===== src/rtl/icache_axi_rd_slave.sv =====
// AXI4 read-only slave between the ICache miss port and a synchronous single-port instruction SRAM.
// One outstanding burst; each beat costs a READ (SRAM strobe) cycle plus a RESP cycle.
module icache_axi_rd_slave #(
    parameter int                ADDR_WIDTH = 32,
    parameter int                DATA_WIDTH = 32,
    parameter int                ID_WIDTH   = 4,
    parameter logic [ADDR_WIDTH-1:0] MEM_BASE = 32'h8000_0000,
    parameter int                MEM_WORDS  = 16384,
    localparam int               MEM_AW     = $clog2(MEM_WORDS)
) (
    input  logic                  clk,
    input  logic                  rst,
    input  logic                  ar_valid,
    output logic                  ar_ready,
    input  logic [ID_WIDTH-1:0]   ar_id,
    input  logic [ADDR_WIDTH-1:0] ar_addr,
    input  logic [7:0]            ar_len,
    input  logic [2:0]            ar_size,
    input  logic [1:0]            ar_burst,
    output logic                  r_valid,
    input  logic                  r_ready,
    output logic [ID_WIDTH-1:0]   r_id,
    output logic [DATA_WIDTH-1:0] r_data,
    output logic [1:0]            r_resp,
    output logic                  r_last,
    output logic                  mem_en,
    output logic [MEM_AW-1:0]     mem_addr,
    input  logic [DATA_WIDTH-1:0] mem_rdata
);

    localparam int DATA_BYTES = DATA_WIDTH / 8;
    localparam int OFF_LSB    = $clog2(DATA_BYTES);
    localparam logic [ADDR_WIDTH:0] MEM_END =
        (ADDR_WIDTH+1)'(MEM_BASE) + (ADDR_WIDTH+1)'(MEM_WORDS * DATA_BYTES);

    typedef enum logic [1:0] {ST_IDLE, ST_READ, ST_RESP} state_t;

    state_t                r_state;
    state_t                w_next;
    logic [ID_WIDTH-1:0]   r_arid;
    logic [ADDR_WIDTH-1:0] r_addr;
    logic [7:0]            r_len;
    logic [2:0]            r_size;
    logic [1:0]            r_burst;
    logic                  r_berr;
    logic [7:0]            r_cnt;
    logic                  r_ok;

    logic                  w_ar_err;
    logic [ADDR_WIDTH-1:0] w_ar_szmask;
    logic                  w_in_range;
    logic [ADDR_WIDTH-1:0] w_off;
    logic [ADDR_WIDTH-1:0] w_szmask;
    logic [ADDR_WIDTH-1:0] w_step;
    logic [ADDR_WIDTH-1:0] w_bmask;
    logic [ADDR_WIDTH-1:0] w_next_addr;
    logic                  w_last;

    // Burst-level legality, evaluated on the raw AR fields at the handshake.
    always_comb begin
        w_ar_szmask = ~({ADDR_WIDTH{1'b1}} << ar_size);
        w_ar_err    = 1'b0;
        if (ar_size > 3'(OFF_LSB))
            w_ar_err = 1'b1;
        if (ar_burst == 2'b11)
            w_ar_err = 1'b1;
        if (ar_burst == 2'b10) begin
            if (!(ar_len inside {8'd1, 8'd3, 8'd7, 8'd15}))
                w_ar_err = 1'b1;
            if ((ar_addr & w_ar_szmask) != '0)
                w_ar_err = 1'b1;
        end
    end

    assign w_in_range = ({1'b0, r_addr} >= {1'b0, MEM_BASE}) && ({1'b0, r_addr} < MEM_END);
    assign w_off      = r_addr - MEM_BASE;
    assign w_last     = (r_cnt == r_len);

    always_comb begin
        w_szmask    = ~({ADDR_WIDTH{1'b1}} << r_size);
        w_step      = ADDR_WIDTH'(1) << r_size;
        w_bmask     = ((ADDR_WIDTH'(r_len) + ADDR_WIDTH'(1)) << r_size) - ADDR_WIDTH'(1);
        w_next_addr = r_addr;
        case (r_burst)
            2'b01:   w_next_addr = (r_addr & ~w_szmask) + w_step;
            2'b10:   w_next_addr = (r_addr & ~w_bmask) | ((r_addr + w_step) & w_bmask);
            default: w_next_addr = r_addr;
        endcase
    end

    always_ff @(posedge clk) begin
        if (!rst)
            r_state <= ST_IDLE;
        else
            r_state <= w_next;
    end

    always_comb begin
        w_next   = r_state;
        ar_ready = 1'b0;
        r_valid  = 1'b0;
        mem_en   = 1'b0;
        case (r_state)
            ST_IDLE: begin
                ar_ready = rst;
                if (ar_valid && rst)
                    w_next = ST_READ;
            end
            ST_READ: begin
                mem_en = w_in_range && !r_berr;
                w_next = ST_RESP;
            end
            ST_RESP: begin
                r_valid = 1'b1;
                if (r_ready)
                    w_next = w_last ? ST_IDLE : ST_READ;
            end
            default: w_next = ST_IDLE;
        endcase
    end

    always_ff @(posedge clk) begin
        if (!rst) begin
            r_arid  <= '0;
            r_addr  <= '0;
            r_len   <= '0;
            r_size  <= '0;
            r_burst <= '0;
            r_berr  <= 1'b0;
            r_cnt   <= '0;
            r_ok    <= 1'b0;
        end else begin
            case (r_state)
                ST_IDLE: begin
                    if (ar_valid) begin
                        r_arid  <= ar_id;
                        r_addr  <= ar_addr;
                        r_len   <= ar_len;
                        r_size  <= ar_size;
                        r_burst <= ar_burst;
                        r_berr  <= w_ar_err;
                        r_cnt   <= '0;
                    end
                end
                ST_READ: r_ok <= w_in_range && !r_berr;
                ST_RESP: begin
                    if (r_ready && !w_last) begin
                        r_addr <= w_next_addr;
                        r_cnt  <= r_cnt + 8'd1;
                    end
                end
                default: ;
            endcase
        end
    end

    // SRAM data is consumed directly in RESP; it stays put until the next strobe.
    assign mem_addr = (r_state == ST_READ) ? MEM_AW'(w_off >> OFF_LSB) : '0;
    assign r_id     = r_arid;
    assign r_data   = (r_state == ST_RESP && r_ok) ? mem_rdata : '0;
    assign r_resp   = (r_state == ST_RESP && !r_ok) ? 2'b10 : 2'b00;
    assign r_last   = (r_state == ST_RESP) && w_last;

endmodule

===== config.mk =====
export PLATFORM = sky130hd
export DESIGN_NAME = icache_axi_rd_slave
export DESIGN_NICKNAME = d
export VERILOG_FILES = /design/src/rtl/icache_axi_rd_slave.sv
export SDC_FILE = /design/constraint.sdc
export NUM_CORES = 1
export LEC_CHECK = 0
export CORE_MARGIN = 3
export CORE_UTILIZATION = 40
export DETAILED_ROUTE_END_ITERATION = 8
export PLACE_DENSITY = 0.68
export SKIP_CTS_REPAIR_TIMING = 1
export SYNTH_ARGS = -nofsm -noshare
export SYNTH_HDL_FRONTEND = slang
export SYNTH_SLANG_ARGS = --single-unit
export TNS_END_PERCENT = 30

===== constraint.sdc =====
create_clock -name clk -period 8.3 [get_ports clk]
set_input_delay 0.83 -clock clk [delete_from_list [all_inputs] [get_ports clk]]
set_output_delay 0.83 -clock clk [all_outputs]
set_load 0.02 [all_outputs]

==> results.py <==
metrics = {
    "run_status": {
        "status": "finished clean",
    },
    "placed_design": {
        "gp_congestion": 0.937,
        "io_buffers": 139,
        "place_hpwl_um": 16100,
    },
    "detailed_routing": {
        "wl_per_cell_um": 17.9,
        "viasPerCell": 6.01,
        "wl_um": 22000,
        "drcViolationCount": 0,
        "dr.first_iter.drc_count": 835,
        "ant_nets": 0,
        "drt_pass1_iterations": 5,
        "dr_total_vias": 7411,
    },
    "die": {
        "core_area_mm2": 0.0159,
        "io_pins": 141,
        "initial_core_util": 0.410,
        "die_x_um": 134,
        "die_area_mm2": 0.0179,
        "row_count": 46,
        "die_h_um": 134,
    },
    "power": {
        "power_frac_seq": 0.346,
        "pwr-share-comb": 0.302,
        "net-switching-power_uw": 354,
        "clockPowerShare": 0.352,
        "finalPower_uw": 1030,
        "powerDensity_mw_per_mm2": 125,
        "p_leak_uw": 0.00309,
        "max-vdd-ir-drop_uv": 108,
        "p_int_uw": 680,
        "p_sw_frac": 0.342,
    },
    "global_routing": {
        "grt_use_total": 0.242,
        "grt_pass1_wl_um": 35200,
        "grt_pass1_vias": 6778,
        "grt-ovfl-total": 0,
        "grt_start_max_net_pins": 56,
        "antenna_found_initial": 0,
    },
    "finish": {
        "area_growth_pct": 26.0,
        "drive_gt1_frac": 0.0511,
        "antennaDiodeCount": 0,
        "fin_nets": 1123,
    },
    "hold_path": {
        "timing.hold.worst.class": "flop to flop",
        "min_to": "r_id[0]$_SDFFE_PN0P_",
        "min_from": "r_id[0]$_SDFFE_PN0P_",
        "holdPathStages": 2,
    },
    "logic_synthesis": {
        "synthArstFlopShare": 0,
        "avgSynthCellArea_um2": 7.06,
        "ys_seq_area_frac": 0.187,
        "ys_seq_elements": 61,
        "synth_edf_count": 0,
        "synth_top_cell_area_share": 0.187,
        "yosys_warnings": 0,
        "syn-instance-count": 926,
        "syn_nets": 1033,
        "yosysMostFrequentCell": "nand2_1",
        "yosys-top-cells-count": "nand2_1 (104), dfxtp_1 (61), nor2_1 (61)",
        "synth_area_leaders": "dfxtp_1 (19%), nand2_1 (6.0%), a21oi_1 (4.6%)",
        "ys.flop_type": "dfxtp_1",
        "synth_cell_types": 82,
        "synth_area_mm2": 0.00654,
        "yosys.area.top_type": "dfxtp_1",
    },
    "critical_path": {
        "rr_startpoint": "r_size[0]$_SDFFE_PN0P_",
        "cp-start-kind": "flop",
        "end_kind": "flop",
        "crit_fanout": 26,
        "reg2reg_slack_ps": 3750,
        "timing.critical_path.arrival_ps": 4780,
        "critical_path_class": "flop to flop",
        "worstRegToRegCells": 15,
        "required_ps": 8530,
    },
    "sta": {
        "finClkSkew_ps": 7.36,
        "maxSlewViolCount": 0,
        "fin_crit_ps": 4550,
        "slew_headroom": 0.287,
        "rsz0062_at_grt": "false",
        "tightest_slew_ps": 1070,
        "setup_tns_ps": 0,
        "fin_crit_sh": 0.548,
        "fmax_mhz": 220,
        "hold_violations": 0,
        "setup_viol": 0,
    },
    "cts": {
        "root_buffer": "clkbuf_16",
        "insertion_delay_ps": 340,
        "cts_tree": "done",
        "cts_num_sinks": 61,
        "numCtsBuffers": 9,
        "cts.clk_slew.worst_paths_ps": 60,
        "cts.path.max_buffers": 2,
        "cts_max_level": 3,
    },
    "run": {
        "max_cap_violations": 0,
    },
}
==> final cells by class <==
type	count	area, um^2
Tap cell	216	270
Clock inverter	3	40.0
Multi-Input combinational cell	768	4910
Inverter	27	101
Timing Repair Buffer	149	1470
Sequential cell	61	1220
Fill cell	1617	7700
Clock buffer	10	229
==> stage by stage <==
| stage | area, um^2 | util | hold slack (ps) | setup WS (ps) | instances |
|---|---|---|---|---|---|
| finish | 8240 | 0.517 | 451 | 3750 | 1234 |
| global route | 8240 | 0.517 | 482 | 3310 | 1234 |
| CTS | 8240 | 0.517 | 454 | 3870 | 1234 |
| detailed placement | 7970 | 0.500 | 449 | 3880 | 1221 |
| global placement | 7970 | 0.500 | 443 | 3990 | 1221 |
| floorplan | 6540 | - | 436 | 4740 | 926 |
==> routing by layer <==
metal	wire length, um	vias up	share of wire	GRT usage
met4	443	0	0.020	0.0794
met1	10100	3443	0.46	0.344
met2	9670	308	0.44	0.362
li1	-	3627	-	-
met5	0	-	0	0
met3	1850	33	0.084	0.0540
==> cell usage in the layout, fill, tap and decap left out, types with 7 or more instances in the layout <==
cell type,count
xnor2_1,19
nor2b_1,18
nor3b_1,7
xor2_1,25
nand3_1,37
a221oi_1,8
and3_1,45
o221ai_1,8
a21o_1,7
a211oi_1,15
nand2_1,104
o21a_1,13
nand4_1,9
and2_1,29
buf_4,10
or3_1,8
a31oi_1,18
ha_1,19
o211ai_1,13
nor3_1,35
nor4_1,13
dfxtp_1,61
a21oi_1,60
o21ai_0,45
clkdlybuf4s50_1,139
nor2_1,61
clkbuf_16,9
a21boi_0,8
nand2b_1,12
inv_1,24
o31ai_1,10
==> cells by family (layout without fill, tap and decap cells) <==
kind of cell / after synthesis / in the layout / share of synthesized area
xor+xnor: 44 / 44 / 0.0590
fa+ha+maj: 22 / 22 / 0.0444
compound gates: 280 / 280 / 0.298
flops: 61 / 61 / 0.187
mux: 8 / 8 / 0.0128
other cells: 1 / 1 / 0.000574
simple gates: 413 / 413 / 0.334
buf+inv: 97 / 189 / 0.0639
==> power groups by stage <==
stage / Sequential (uW) / Clock (uW) / Combinational, uW
after floorplan: 340 / 0 / 217
after global placement: 362 / 0 / 306
after detailed placement: 362 / 0 / 307
after CTS: 356 / 372 / 309
after global routing: 361 / 380 / 344
final: 358 / 364 / 312
==> worst max-delay path: stages, from the launching register on <==
cell and delay [ps]:
dfxtp_1 880, clkinv_1 470, nand2_1 180, inv_1 90
ha_1 220, inv_1 120, fa_1 230, nor2b_1 60
o21ai_0 300, a21oi_1 150, o31ai_1 720, a21boi_0 310
o21bai_1 240, mux2i_1 100, a221oi_1 290, o2bb2ai_1 90
==> worst max-delay path by stage <==
stage                           start  endpoint  slack [ps]  cells past startpoint
2_1_floorplan  r_size[1]$_SDFFE_PN0P_      flop        4740                     19
3_3_place_gp    r_len[0]$_SDFFE_PN0P_      flop        3990                     10
3_5_place_dp   r_size[0]$_SDFFE_PN0P_      flop        3880                     15
4_1_cts        r_size[0]$_SDFFE_PN0P_      flop        3870                     15
5_1_grt        r_size[0]$_SDFFE_PN0P_      flop        3310                     15
6_report       r_size[0]$_SDFFE_PN0P_      flop        3750                     15
Power figures use the tool's default switching activity.
